==> src/rtl/popcount_frame_acc.sv <==
// Frame accumulator for the nibble popcount stream. It sums FRAME_NIBBLES saturated
// 0..4 counts into one total and holds that total on a valid/ready output.
module popcount_frame_acc #(
    parameter int unsigned FRAME_NIBBLES = 8,
    parameter int unsigned ACC_W         = 6,
    parameter int unsigned CNT_W         = 3
) (
    input  logic             clk,
    input  logic             rst_n,
    input  logic             clear,
    input  logic             in_valid,
    output logic             in_ready,
    input  logic [2:0]       in_count,
    output logic             out_valid,
    input  logic             out_ready,
    output logic [ACC_W-1:0] out_total,
    output logic             out_err
);

    typedef enum logic [0:0] {StAcc, StHold} state_e;

    state_e           state_q, state_d;
    logic [ACC_W-1:0] acc_q, acc_d;
    logic [ACC_W-1:0] total_q, total_d;
    logic [CNT_W-1:0] idx_q, idx_d;
    logic             valid_q, valid_d;
    logic             err_q, err_d;

    logic [2:0]       sat_count;
    logic [ACC_W-1:0] sum;
    logic             accept;
    logic             last_beat;

    // rst_n is part of in_ready so no beat appears taken while reset is asserted.
    assign in_ready  = (state_q == StAcc) && !clear && rst_n;
    assign accept    = in_valid && in_ready;
    assign sat_count = (in_count > 3'd4) ? 3'd4 : in_count;
    assign sum       = acc_q + ACC_W'(sat_count);
    assign last_beat = (idx_q == CNT_W'(FRAME_NIBBLES - 1));

    always_comb begin
        state_d = state_q;
        acc_d   = acc_q;
        total_d = total_q;
        idx_d   = idx_q;
        valid_d = valid_q;
        err_d   = err_q;

        // The error flag is sticky across frames and clear.
        if (accept && (in_count > 3'd4)) begin
            err_d = 1'b1;
        end

        if (clear) begin
            state_d = StAcc;
            acc_d   = '0;
            idx_d   = '0;
            valid_d = 1'b0;
        end else begin
            unique case (state_q)
                StAcc: begin
                    if (accept) begin
                        if (last_beat) begin
                            total_d = sum;
                            valid_d = 1'b1;
                            acc_d   = '0;
                            idx_d   = '0;
                            state_d = StHold;
                        end else begin
                            acc_d = sum;
                            idx_d = idx_q + 1'b1;
                        end
                    end
                end
                StHold: begin
                    if (out_ready) begin
                        valid_d = 1'b0;
                        state_d = StAcc;
                    end
                end
                default: begin
                    state_d = StAcc;
                end
            endcase
        end
    end

    always_ff @(posedge clk) begin
        if (!rst_n) begin
            state_q <= StAcc;
            acc_q   <= '0;
            total_q <= '0;
            idx_q   <= '0;
            valid_q <= 1'b0;
            err_q   <= 1'b0;
        end else begin
            state_q <= state_d;
            acc_q   <= acc_d;
            total_q <= total_d;
            idx_q   <= idx_d;
            valid_q <= valid_d;
            err_q   <= err_d;
        end
    end

    assign out_valid = valid_q;
    assign out_total = total_q;
    assign out_err   = err_q;

endmodule
==> config.mk <==
export PLATFORM = sky130hd
export DESIGN_NAME = popcount_frame_acc
export DESIGN_NICKNAME = d
export VERILOG_FILES = /design/src/rtl/popcount_frame_acc.sv
export SDC_FILE = /design/constraint.sdc
export NUM_CORES = 1
export LEC_CHECK = 0
export ABC_AREA = 0
export CAP_MARGIN = 20
export CORE_ASPECT_RATIO = 0.8
export CORE_MARGIN = 3
export CORE_UTILIZATION = 35
export DETAILED_ROUTE_END_ITERATION = 16
export PLACE_DENSITY = 0.58
export SLEW_MARGIN = 0
export SYNTH_ARGS = -nofsm -noshare
export SYNTH_HDL_FRONTEND = slang
export SYNTH_SLANG_ARGS = --single-unit
export TNS_END_PERCENT = 50
==> constraint.sdc <==
create_clock -name clk -period 2.1 [get_ports clk]
set_clock_uncertainty 0.05 [all_clocks]
set_input_delay 0.63 -clock clk [delete_from_list [all_inputs] [get_ports clk]]
set_output_delay 0.63 -clock clk [all_outputs]
set_load 0.1 [all_outputs]
Yosys cells after proc, flatten, opt, wreduce, memory -nomap -nowiden
Cells that the tools add are included.
{"block": "op_classes", "add_sub_neg": 2, "div": 0, "bitwise_logic": 3, "reduce_logical": 9, "n_lt_le_gt_ge": 1, "muxes": 11, "eq_ne": 4, "shift": 0, "n_mul": 0}
{"cell": "$add 6x3->6", "count": 1}
{"cell": "$mux 1", "count": 6}
{"cell": "$mux 3", "count": 2}
{"cell": "$mux 6", "count": 1}
{"cell": "$ne 2x2->1 const B", "count": 3}
{"cell": "$logic_and 1x1->1", "count": 4}
{"cell": "$pmux 1 s2", "count": 2}
{"cell": "$reduce_and 4->1", "count": 1}
{"cell": "$add 3x1->3 const B", "count": 1}
{"cell": "$eq 3x3->1 const B", "count": 1}
{"cell": "$gt 3x3->1 const B", "count": 1}
{"cell": "$not 1->1", "count": 3}
{"cell": "$reduce_and 3->1", "count": 1}
{"cell": "$reduce_and 2->1", "count": 1}
{"cell": "$reduce_or 2->1", "count": 1}
{"cell": "$logic_not 1->1", "count": 1}
{"block": "totals", "latchBits": 0, "ram_bits": 0, "n_memories": 0, "elab_cells": 36, "input_bits": 8, "ff_bits": 18, "output_inout_bits": 9, "mem_bits_ro": 0}

Depth between registers and ports, before layout
{"block": "depth", "word_depth": 6, "ltp_mapped": 8, "depth_no_buf": 8}

Worst setup path before layout
Ideal clock, no wire load.
{"block": "synth_timing", "path_kind": "input to output", "startpoint": "in clear", "endpoint": "out in_ready", "arrival_ns": 2.180, "slack_ns": -0.760, "path_stages": 3, "cell_sequence": "nand2b_1 buf_2 nor2_1"}
{"block": "synth_via", "elab_chain_len": 3}
{"element": "from (decl)", "line_no": "10", "text": "input logic clear,"}
{"element": "$logic_not 1->1", "line_no": "35", "text": "assign in_ready = (state_q == StAcc) && !clear && rst_n;"}
{"element": "$logic_and 1x1->1 (2 in series)", "line_no": "35"}
{"element": "to (decl)", "line_no": "12", "text": "output logic in_ready,"}
No other way between the ends.

Worst setup path after layout
Same ends and word-level chain as after synthesis.

==> summary.txt <==
Post-synthesis sequential area ratio: 0.403
FMAX: 0.500 GHz
Syn Area/Cell: 8.95 µm²
Post-DP HPWL: 1480 µm
Syn nets: 114
Total grt overflow: 0
Clock Pin Slew Worst Setup and Hold Paths: 0.10 ns
Hold Fails Final Rpt: 0
Die Span Y: 51.2 µm
Post-synth EDFFs: 0
WS Path Type: primary input to output port
Hold Path Origin: idx_q[2]
Antenna violations before repair: 0
Initial Utilization: 0.391
Flop2flop setup slack: 0.46 ns
Fin crit share: 0.953
Clock network power share: 0.284
Number of global-route vias before repair: 796
P&R area growth vs syn: 50.3%
Root Driver: clkbuf_4
Switching fraction of total power: 0.248
Initial DRC Count: 13
Synth unique cells: 31
Leak: 0.532 nW
I/O pins: 17
Finished Core Util: 0.587
Pwr/cell area: 446 nW/µm²
Worst Tran Pin Value: 0.294 ns
Multi-input logic area: 539 µm²
Max-cap viol count: 0
ANT nets after route: 0
Pre-CTS setup slack: -0.536 ns
Maximum fanout along the worst path: 2
Row count: 15
Synth Warn #: 0
Syn Std Cell Area: 895 µm²
GRT Util Overall: 0.128
Max-slew headroom: 0.804
Yosys reg bits: 18
Sequential Power Share: 0.574
PortBufs: 16
RSZ-0062 raised after global routing: false
Combinational share of power: 0.142
Slew Viols, Final: 0
Top FF cell, synth: dfxtp_1
Gate Count Post-Synth: 100
Total core area: 2290 µm²
Reg2reg end: acc_q[4]
Htree depth: 1
CTS tree: built
P_int: 0.451 mW
Area leader, netlist: dfxtp_1
Die Span X: 62.5 µm
CTS Buffer Depth: 2
Pre-antenna DRT Iters: 4
Sequential cell area: 360 µm²
WHS Path Cells: 2
DR DRC count: 0
Routed len/inst: 11.7 µm
Die area: 3200 µm²
Total CTS buffers: 3
Share of cells above drive strength 1: 0.305
CP arrival: 1.32 ns
RePlAce Congestion: 0.763
Peak VDD IR: 0.377 mV
Vias: 783
Vias per inst: 4.83
Asr flop ratio synth: 0
Synth top area share: 0.403
Setup ws final: 0.0983 ns
Fill count: 215
Final min period: 2.00 ns
Clock Sinks: 18
Final net count: 144
Sw power: 0.149 mW
# setup viols final: 0
RR Startpoint: acc_q[0]
First-pass GRT wire length: 3260 µm
Outcome: finished, final reports clean
Top post-synthesis cells by area: dfxtp_1, ha_1, nor2_1
Number of diodes: 0
Final wirelength: 1900 µm
Crit path capture type: output port
Worst Hold End: idx_q[2]
Startpoint types: primary input
Data required time of the worst path: 1.42 ns
Reg2reg path depth: 7
Largest net degree at the start of global routing: 15
Clk_lat worst skew: 0.29 ns
Hold crit path type: register to register
## final cells by class
type | count | area share
inverters | 6 | 0.0167
repair buffers | 30 | 0.266
clock buffers | 3 | 0.0167
well taps | 34 | 0.0316
flip-flops and latches | 18 | 0.268
multi-input cells | 71 | 0.401
## layer usage
metal  vias to the layer above  wire (µm)  GRT usage
li1                        405          -          -
met1                       361        897      0.145
met2                        13        893      0.237
met3                         4         85     0.0352
met4                         0         19     0.0403
met5                         -          0          0
## power groups by stage
stage	sequential (mW)	clock, mW	combinational [mW]
floorplan	0.356	0	0.0351
global placement	0.352	0	0.0801
detailed placement	0.352	0	0.0809
CTS	0.344	0.176	0.0831
global route	0.345	0.182	0.0919
finish	0.344	0.170	0.0851
## timing repair
| item | CTS | global route |
|---|---|---|
| buffers inserted | 1 | 0 |
| hold buffers | 0 | 0 |
| endpoints found under the setup margin | 9 | 4 |
| gates resized for setup | 12 | 4 |
| pin swaps | 6 | 3 |
## cell families (layout without fill, tap and decap cells)
kind of cell / count (synthesis) / after routing / synth area share
buffers and inverters: 11 / 39 / 0.0587
adders and majority gates: 6 / 6 / 0.0923
muxes: 2 / 2 / 0.0224
and+or+nand+nor: 38 / 38 / 0.234
xor gates and xnor gates: 4 / 4 / 0.0392
DFF: 18 / 18 / 0.403
AOI/OAI and AO/OA: 21 / 21 / 0.151
## synth_stat cells (all sizes together), types with 2 or more instances
cell type and count:
a21oi 10, dfxtp 18, o21ai 5, nand2b 2
nand3 2, nor2b 3, inv 6, nor3 3
xor2 2, a211oi 2, xnor2 2, nor2 16
mux2i 2, buf 4, nor3b 3, ha 5
nand2 3
## per-stage QoR
step                cell area [µm²]  hold slack (ns)  power, mW  TNS (ns)  cells
CTS                            1330            0.452      0.603         0    162
global route                   1350            0.501      0.618         0    162
floorplan                       902            0.401      0.391         0    100
global placement               1270            0.419      0.432     -4.11    158
finish                         1350            0.444      0.600         0    162
detailed placement             1270            0.435      0.433     -4.38    158
## worst max-delay path by stage
stage	start	endpoint	slack [ns]	cells past startpoint
detailed placement	in_count[0]	acc_q[4]	-0.54	9
CTS	in_count[2]	acc_q[5]	0.03	7
floorplan	clear	in_ready	0.01	3
global placement	in_count[0]	acc_q[4]	-0.51	9
global route	in_count[0]	acc_q[4]	0.02	9
finish	clear	in_ready	0.1	4
## worst max-delay path, stage by stage
cell	delay (ns)
dlygate4sd2_1	0.26
nand2b_4	0.16
nor2_4	0.10
buf_12	0.18
## sequential cells by signal, summed over array words and instances (netlist names)
signal,count
out_total,6
out_valid,1
state_q,1
out_err,1
idx_q,3
acc_q,6
## layout by cell type (no fill, tap or decap), types with 2 or more instances in the layout
cell type | netlist | layout
nor2b_1 | 3 | 2
o21ai_0 | 5 | 4
a211oi_2 | 2 | 2
xor2_1 | 2 | 2
buf_4 | 0 | 13
ha_4 | 0 | 2
nor2_1 | 16 | 15
nand2b_4 | 0 | 2
nor3_1 | 2 | 2
nand3_1 | 2 | 2
dfxtp_1 | 18 | 18
xnor2_1 | 2 | 2
mux2i_1 | 2 | 2
clkbuf_4 | 0 | 3
inv_1 | 6 | 5
ha_1 | 5 | 3
nor3b_1 | 3 | 3
a21oi_1 | 10 | 10
buf_12 | 0 | 10
dlygate4sd2_1 | 0 | 4
nand2_1 | 3 | 3
clkdlybuf4s50_1 | 0 | 2
(Power assumes the default switching activity.)
